**config.mk**
```make
export PLATFORM = sky130hd
export DESIGN_NAME = wb_led_seq
export DESIGN_NICKNAME = d
export VERILOG_FILES = /design/src/rtl/wb_led_seq.sv
export SDC_FILE = /design/constraint.sdc
export NUM_CORES = 1
export LEC_CHECK = 0
export ABC_CLOCK_PERIOD_IN_PS = 6350
export BUFFER_PORTS_ARGS = -buffer_cell sky130_fd_sc_hd__buf_2
export CORE_AREA = 2 2 134 267
export CTS_CLUSTER_DIAMETER = 120
export DETAILED_ROUTE_END_ITERATION = 10
export DIE_AREA = 0 0 136 269
export GPL_ROUTABILITY_DRIVEN = 0
export GPL_TIMING_DRIVEN = 0
export PLACE_DENSITY = 0.55
export SLEW_MARGIN = 20
export SYNTH_ARGS = -nofsm -noshare
export SYNTH_HDL_FRONTEND = slang
export SYNTH_SLANG_ARGS = --single-unit
```
**constraint.sdc**
```tcl
create_clock -name i_clk -period 6.35 [get_ports i_clk]
set_input_delay 0.635 -clock i_clk [delete_from_list [all_inputs] [get_ports i_clk]]
set_output_delay 0.635 -clock i_clk [all_outputs]
set_load 0.05 [all_outputs]
```
**src/rtl/wb_led_seq.sv**
```systemverilog
// wb_led_seq: Wishbone slave driving N_CH LED channels, each stepping through a pattern word.
// Define LED_PWM_EN to add a per-channel 8-bit brightness register and a shared PWM counter.
module wb_led_seq #(
    parameter int N_CH    = 4,
    parameter int PAT_W   = 32,
    parameter int PRESC_W = 24
) (
    input  logic            i_clk,
    input  logic            i_reset_n,
    output logic [N_CH-1:0] o_led,
    input  logic [31:0]     i_wb_adr,
    input  logic [31:0]     i_wb_dat,
    input  logic [3:0]      i_wb_sel,
    input  logic            i_wb_we,
    input  logic            i_wb_cyc,
    input  logic            i_wb_stb,
    output logic [31:0]     o_wb_dat,
    output logic            o_wb_ack
);

    localparam int POS_W = $clog2(PAT_W);
    localparam int IDX_W = $clog2(4 + 4 * N_CH);
    localparam int GRP_W = IDX_W - 2;

    logic [IDX_W-1:0]   idx;
    logic [GRP_W-1:0]   grp;
    logic [1:0]         sub;
    logic               req;
    logic               wr;
    logic               ctrl_wr;
    logic               presc_wr;
    logic               tick;

    logic               run;
    logic [PRESC_W-1:0] prescale;
    logic [PRESC_W-1:0] presc_cnt;

    logic [PAT_W-1:0]   pattern [N_CH];
    logic [POS_W-1:0]   pos     [N_CH];
    logic [POS_W-1:0]   len     [N_CH];
    logic [N_CH-1:0]    auto_en;
    logic [N_CH-1:0]    invert;

    logic [N_CH-1:0]    ch_hit;
    logic [N_CH-1:0]    pat_wr;
    logic [N_CH-1:0]    pos_wr;
    logic [N_CH-1:0]    cfg_wr;
    logic [N_CH-1:0]    pwm_gate;
    logic [N_CH-1:0]    led_nxt;
    logic [31:0]        rdata;

    // Byte selects and address bits outside the register index carry no meaning here.
    logic unused_bits;
    assign unused_bits = &{1'b0, i_wb_sel, i_wb_adr[31:IDX_W+2], i_wb_adr[1:0], i_wb_dat};

    // Index group 0 holds the globals; group c+1 holds channel c.
    assign idx      = i_wb_adr[IDX_W+1:2];
    assign grp      = idx[IDX_W-1:2];
    assign sub      = idx[1:0];
    assign req      = i_wb_cyc & i_wb_stb & ~o_wb_ack;
    assign wr       = req & i_wb_we;
    assign ctrl_wr  = wr && (grp == '0) && (sub == 2'd0);
    assign presc_wr = wr && (grp == '0) && (sub == 2'd1);

    always_comb begin
        ch_hit = '0;
        pat_wr = '0;
        pos_wr = '0;
        cfg_wr = '0;
        for (int c = 0; c < N_CH; c++) begin
            ch_hit[c] = (grp == GRP_W'(c + 1));
            pat_wr[c] = wr & ch_hit[c] & (sub == 2'd0);
            pos_wr[c] = wr & ch_hit[c] & (sub == 2'd1);
            cfg_wr[c] = wr & ch_hit[c] & (sub == 2'd2);
        end
    end

    // A PRESCALE write restarts the count, so it must not also fire a tick.
    assign tick = run && (presc_cnt == '0) && !presc_wr;

    always_ff @(posedge i_clk or negedge i_reset_n) begin
        if (!i_reset_n) begin
            run       <= 1'b0;
            prescale  <= '0;
            presc_cnt <= '0;
        end else begin
            if (ctrl_wr)
                run <= i_wb_dat[0];
            if (presc_wr) begin
                prescale  <= i_wb_dat[PRESC_W-1:0];
                presc_cnt <= i_wb_dat[PRESC_W-1:0];
            end else if (!run || presc_cnt == '0) begin
                presc_cnt <= prescale;
            end else begin
                presc_cnt <= presc_cnt - PRESC_W'(1);
            end
        end
    end

    // A bus write to POS takes priority over the auto advance on the same edge.
    always_ff @(posedge i_clk or negedge i_reset_n) begin
        if (!i_reset_n) begin
            for (int c = 0; c < N_CH; c++) begin
                pattern[c] <= '0;
                pos[c]     <= '0;
                len[c]     <= '0;
            end
            auto_en <= '0;
            invert  <= '0;
        end else begin
            for (int c = 0; c < N_CH; c++) begin
                if (pat_wr[c])
                    pattern[c] <= i_wb_dat[PAT_W-1:0];
                if (pos_wr[c])
                    pos[c] <= i_wb_dat[POS_W-1:0];
                else if (tick && auto_en[c])
                    pos[c] <= (pos[c] >= len[c]) ? '0 : pos[c] + POS_W'(1);
                if (cfg_wr[c]) begin
                    len[c]     <= i_wb_dat[POS_W-1:0];
                    auto_en[c] <= i_wb_dat[8];
                    invert[c]  <= i_wb_dat[9];
                end
            end
        end
    end

`ifdef LED_PWM_EN
    logic [7:0]      pwm_cnt;
    logic [7:0]      bright [N_CH];
    logic [N_CH-1:0] brt_wr;

    always_comb begin
        brt_wr = '0;
        for (int c = 0; c < N_CH; c++)
            brt_wr[c] = wr & ch_hit[c] & (sub == 2'd3);
    end

    always_ff @(posedge i_clk or negedge i_reset_n) begin
        if (!i_reset_n) begin
            pwm_cnt <= '0;
            for (int c = 0; c < N_CH; c++)
                bright[c] <= 8'hFF;
        end else begin
            pwm_cnt <= pwm_cnt + 8'd1;
            for (int c = 0; c < N_CH; c++)
                if (brt_wr[c])
                    bright[c] <= i_wb_dat[7:0];
        end
    end

    // Full brightness 0xFF still leaves one dark slot per 256-cycle period.
    always_comb begin
        pwm_gate = '0;
        for (int c = 0; c < N_CH; c++)
            pwm_gate[c] = (pwm_cnt < bright[c]);
    end
`else
    always_comb begin
        pwm_gate = '1;
    end
`endif

    always_comb begin
        rdata = '0;
        if (grp == '0) begin
            case (sub)
                2'd0:    rdata[0] = run;
                2'd1:    rdata[PRESC_W-1:0] = prescale;
                default: ;
            endcase
        end
        for (int c = 0; c < N_CH; c++) begin
            if (ch_hit[c]) begin
                case (sub)
                    2'd0: rdata[PAT_W-1:0] = pattern[c];
                    2'd1: rdata[POS_W-1:0] = pos[c];
                    2'd2: begin
                        rdata[POS_W-1:0] = len[c];
                        rdata[8]         = auto_en[c];
                        rdata[9]         = invert[c];
                    end
`ifdef LED_PWM_EN
                    2'd3: rdata[7:0] = bright[c];
`endif
                    default: ;
                endcase
            end
        end
    end

    always_comb begin
        led_nxt = '0;
        for (int c = 0; c < N_CH; c++)
            led_nxt[c] = (pattern[c][pos[c]] & pwm_gate[c]) ^ invert[c];
    end

    // Gating on !o_wb_ack makes every transfer a single-cycle ack, so back-to-back strobes alternate.
    always_ff @(posedge i_clk or negedge i_reset_n) begin
        if (!i_reset_n) begin
            o_led    <= '0;
            o_wb_ack <= 1'b0;
            o_wb_dat <= '0;
        end else begin
            o_led    <= led_nxt;
            o_wb_ack <= req;
            if (req)
                o_wb_dat <= rdata;
        end
    end

endmodule
```
== After elaboration in Yosys (flattened, before gate mapping) ==
Index checks and enable logic that the tools add are counted.
Word-level totals
  register bits after elaboration: 262
  word-level logic and storage cells: 133
Operators by class
  $add $sub $neg: 5
  order comparisons: 8
  eq/ne operators: 6
  muxes and demuxes: 45
  bitwise logic cells: 24
  reductions and logical operators: 19
Operators by type and width (number)
  2-to-1 mux 32 bit: 4
  2-to-1 mux 22 bit: 4
  2-to-1 mux 24 bit: 3
  2-to-1 mux 5 bit: 12
  case mux 5 bit (3 select lines): 4
  logical NOT 24 bit: 1
  less-than comparator 5 x 6 -> 1 bit, second input constant: 4
  subtractor 24 x 1 -> 24 bit, second input constant: 1
  2-to-1 mux 23 bit: 1
  adder 5 x 1 -> 5 bit, second input constant: 4
  binary-select mux 1 bit (select 5 bit): 4
  greater-or-equal comparator 5 bit: 4
  bitwise AND 1 bit: 19
  case mux 2 bit (2 select lines): 4
  2-to-1 mux 3 bit: 4
  logical AND 1 bit: 9
  nonzero test 2 bit: 4
  equality test 3 x 2 -> 1 bit, second input constant: 2
  2-to-1 mux 1 bit: 4
  bitwise XOR 1 bit: 4
  equality test 3 x 1 -> 1 bit, second input constant: 1
  equality test 3 bit, second input constant: 1
  logical NOT 3 bit: 1
  equality test 2 x 1 -> 1 bit, second input constant: 1
  other kinds (6): 7

== Depth between registers and ports, before layout ==
  word-level depth: 11
  depth in mapped cells: 9

== Worst setup path after synthesis ==
No wires, ideal clock.
  kind: reg-to-reg
  start: register pos[0] in the netlist's numbering
  end: register pos[4] in the netlist's numbering
  arrival time: 2.540 ns
  setup slack: 3.726 ns
  stages on the path, launching flop included: 9
  cells stage by stage: dfrtp_1 -> buf_1 -> inv_1 -> ha_1 -> nand2b_1 -> a211o_1 -> a221oi_1 -> a41oi_1 -> o22ai_1
Between the ends
  word-level cells in the longest chain between the ends: 4
  elaborated cells between the ends (all ways): 5
  classes of those cells: add/sub (1); order compare (1); mux (3)
RTL lines
  start, declared: line 39  | logic [POS_W-1:0] pos [N_CH];
  start signal, assigned by index: line 115  | pos[c] <= i_wb_dat[POS_W-1:0];
  start signal, assigned by index: line 117  | pos[c] <= (pos[c] >= len[c]) ? '0 : pos[c] + POS_W'(1);
  adder 5 x 1 -> 5 bit or greater-or-equal comparator 5 bit (tied branches): line 117
  2-to-1 mux 5 bit (*): line 117
  2-to-1 mux 5 bit (*): line 116  | else if (tick && auto_en[c])
  2-to-1 mux 5 bit (*): line 114  | if (pos_wr[c])
Every way passes the cells marked *; elsewhere a longest branch is shown, timed or not. The select of a mux whose other input is x is not followed.
A chain may end at the register's enable or synchronous reset.

== Worst setup path after layout ==
Same ends and word-level chain as after synthesis.

==> flow_summary.ini <==
[cts]
clockRootBuffer = clkbuf_16
cts_resized = 0
clk_latency_ns = 0.58
path_clk_slew_ns = 0.07
clockBufferDepth = 3
cts_tree = yes
clock-sinks = 262
numCtsBuffers = 27
post_cts_buffers = 0
hold_buffers = 0
cts_max_level = 1

[layout]
fin_cells = 1791
area_growth_pct = 14.2
antenna_cells = 0
layout-drive-gt1-share_pct = 24.8
multiInputGateArea_um2 = 6680
fillCellCount = 3337
nNetsFinal = 1427
postLayoutCellArea_um2 = 15700
fin_util_pct = 45.1
final-seq-area_um2 = 6560

[timing]
finalHoldViolCount = 0
finalWorstSetupSlack_ns = 2.45
period_minus_slack_ns = 3.90
setup_viol = 0
min_period_over_period_pct = 61.4
rsz0062_at_grt = false
tightest_slew_ns = 1.13
skew_ns = 0.0183
max_freq_mhz = 256
slew_headroom_pct = 24.2
slew_viol_final = 0

[logic_synthesis]
synthArstFlopShare_pct = 100
syn_inst = 1220
synth-edff-count = 0
syn_nets = 1319
yosysUniqueCellTypes = 70
synth_area_leaders = dfrtp_1, mux2_2, mux4_2
ys_seq_elements = 262
synth_most_common_cell = dfrtp_1
yosys_warnings = 0
yosys.area.top_type = dfrtp_1
synthFlopType = dfrtp_1
yosysSeqAreaShare_pct = 47.8
synth_commonest_cells = dfrtp_1, mux2_2, nand2_1, nor2_1, clkbuf_1
syn_area_um2 = 13700
synth_area_per_cell_um2 = 11.2
yosysTopAreaCellShare_pct = 47.8

[detailed_routing]
wl_per_cell_um = 26.3
wl_met3_um = 2790
ant_nets = 0
wl_met1_um = 18000
top_layer = met4
wirelength_um = 47100
wl_met2_um = 23300
first_pass_iters = 5
first_iter_violations = 920
avgViaCountPerCell = 6.18
drc = 0
vias = 11100

[power_and_ir_drop]
p_switching_mw = 1.51
p_int_mw = 3.20
ir_drop_v = 0.000269
p_leak_nw = 7.15
power_density_nw_per_um2 = 301
p_seq_share_pct = 42.0
pwr-share-clk_pct = 36.6
power_frac_comb_pct = 21.4
p_sw_share_pct = 32.0

[global_route]
gr-total-overflow = 0
grt_max_degree = 101
grt_first_pass_wirelength_um = 70500
antenna_found_initial = 0
grt_usage_pct = 26.1
grt_pass1_vias = 11100

[floorplanning]
dieArea_um2 = 36600
die_h_um = 269
rows = 97
pin_count = 110
start_util_pct = 39.5
fp.dieW_um = 136
core_region_area_um2 = 34700

[place]
place_ws_ns = 2.57
hpwlAfterDp_um = 34500
placed_cell_area_um2 = 14700
placedCellCount = 1744
io_buffer_count = 77

[flow_run]
drv_cap = 0

[hold_path]
worstHoldPathType = in2async

[critical_path]
worstSetupStartpointType = register
cp_max_fo = 10
crit_path_end_kind = register
crit_required_ns = 6.82
crit_arrival_ns = 4.37
path_class = reg2reg
r2r_cells = 8

[run_status]
status = finished clean
-- per-stage QoR --
stage / hold slack (ns) / TNS [ns] / power [mW]
5_1_grt: 0.0909 / 0 / 4.89
4_1_cts: 0.0581 / 0 / 4.73
3_5_place_dp: 0.490 / 0 / 3.00
2_1_floorplan: 0.339 / 0 / 2.63
6_report: 0.0437 / 0 / 4.71
3_3_place_gp: 0.483 / -28.01 / 2.98
-- layer usage --
layer | vias to the layer above | global-route usage [%]
li1 | 4815 | -
met1 | 5577 | 32.4
met2 | 534 | 44.0
met3 | 140 | 2.93
met4 | 0 | 14.5
met5 | - | 0
-- cell families (layout without fill, tap and decap cells) --
logic type | Yosys count | count (layout) | synth area share [%]
AOI/OAI and AO/OA | 253 | 253 | 13.5
xor gates and xnor gates | 25 | 25 | 1.60
adders and majority gates | 26 | 26 | 2.37
buffers and inverters | 121 | 247 | 3.47
DFF | 262 | 262 | 47.8
muxes | 205 | 205 | 19.1
and+or+nand+nor | 328 | 328 | 12.2
-- layout make-up --
cell class | instances | share of cell area, %
well taps | 445 | 3.56
repair buffers | 79 | 2.88
inverters | 32 | 0.767
clock buffers | 33 | 4.59
multi-input cells | 837 | 42.6
flip-flops and latches | 262 | 41.9
plain buffers | 89 | 2.27
clock inverters | 14 | 1.41
-- worst paths after layout --
path,start,endpoint,slack (ns)
setup / recovery,pos[0],pos[4],2.45
hold / removal,i_reset_n,presc_cnt[7],0.04
hold reg to reg,o_wb_dat[2],o_wb_dat[2],0.50
max in group asynchronous,i_reset_n,pattern[29],5.35
setup reg to reg,pos[0],pos[4],2.45
min in group i_clk,i_wb_dat[25],pattern[89],0.35
-- state kept, by name, summed over array words and instances, names as in the netlist --
name,cells
pattern,128
o_wb_dat,32
presc_cnt,24
prescale,24
len,20
pos,20
auto_en,4
invert,4
o_led,4
o_wb_ack,1
run,1
-- power by group through the flow --
| stage | Combinational [mW] | Clock, mW | Sequential, mW |
|---|---|---|---|
| final | 1.01 | 1.73 | 1.98 |
| after global placement | 0.982 | 0 | 2.00 |
| after floorplan | 0.563 | 0 | 2.07 |
| after global routing | 1.08 | 1.81 | 2.00 |
| after CTS | 1.01 | 1.75 | 1.97 |
| after detailed placement | 1.00 | 0 | 2.00 |
-- placed cells by master (no fill, tap or decap), types with 19 or more instances in the layout --
cell	n
ha_1	26
a21oi_1	25
nand3_1	39
a31oi_1	34
o21ai_0	29
a222oi_1	19
clkbuf_16	27
nand2_1	114
mux2i_1	26
mux4_2	30
clkbuf_1	62
buf_2	87
nor2_1	65
inv_1	32
mux2_2	148
a22oi_1	40
dfrtp_1	262
-- critical path: stages, from the launching register on --
cell and delay, ns:
dfrtp_1 0.70, buf_1 0.84, inv_1 0.18, ha_1 0.34, nand2b_1 0.15, a211o_1 0.30
a221oi_1 0.88, a41oi_1 0.24, o22ai_1 0.17
Note: power is estimated with default switching activity, not from simulation.
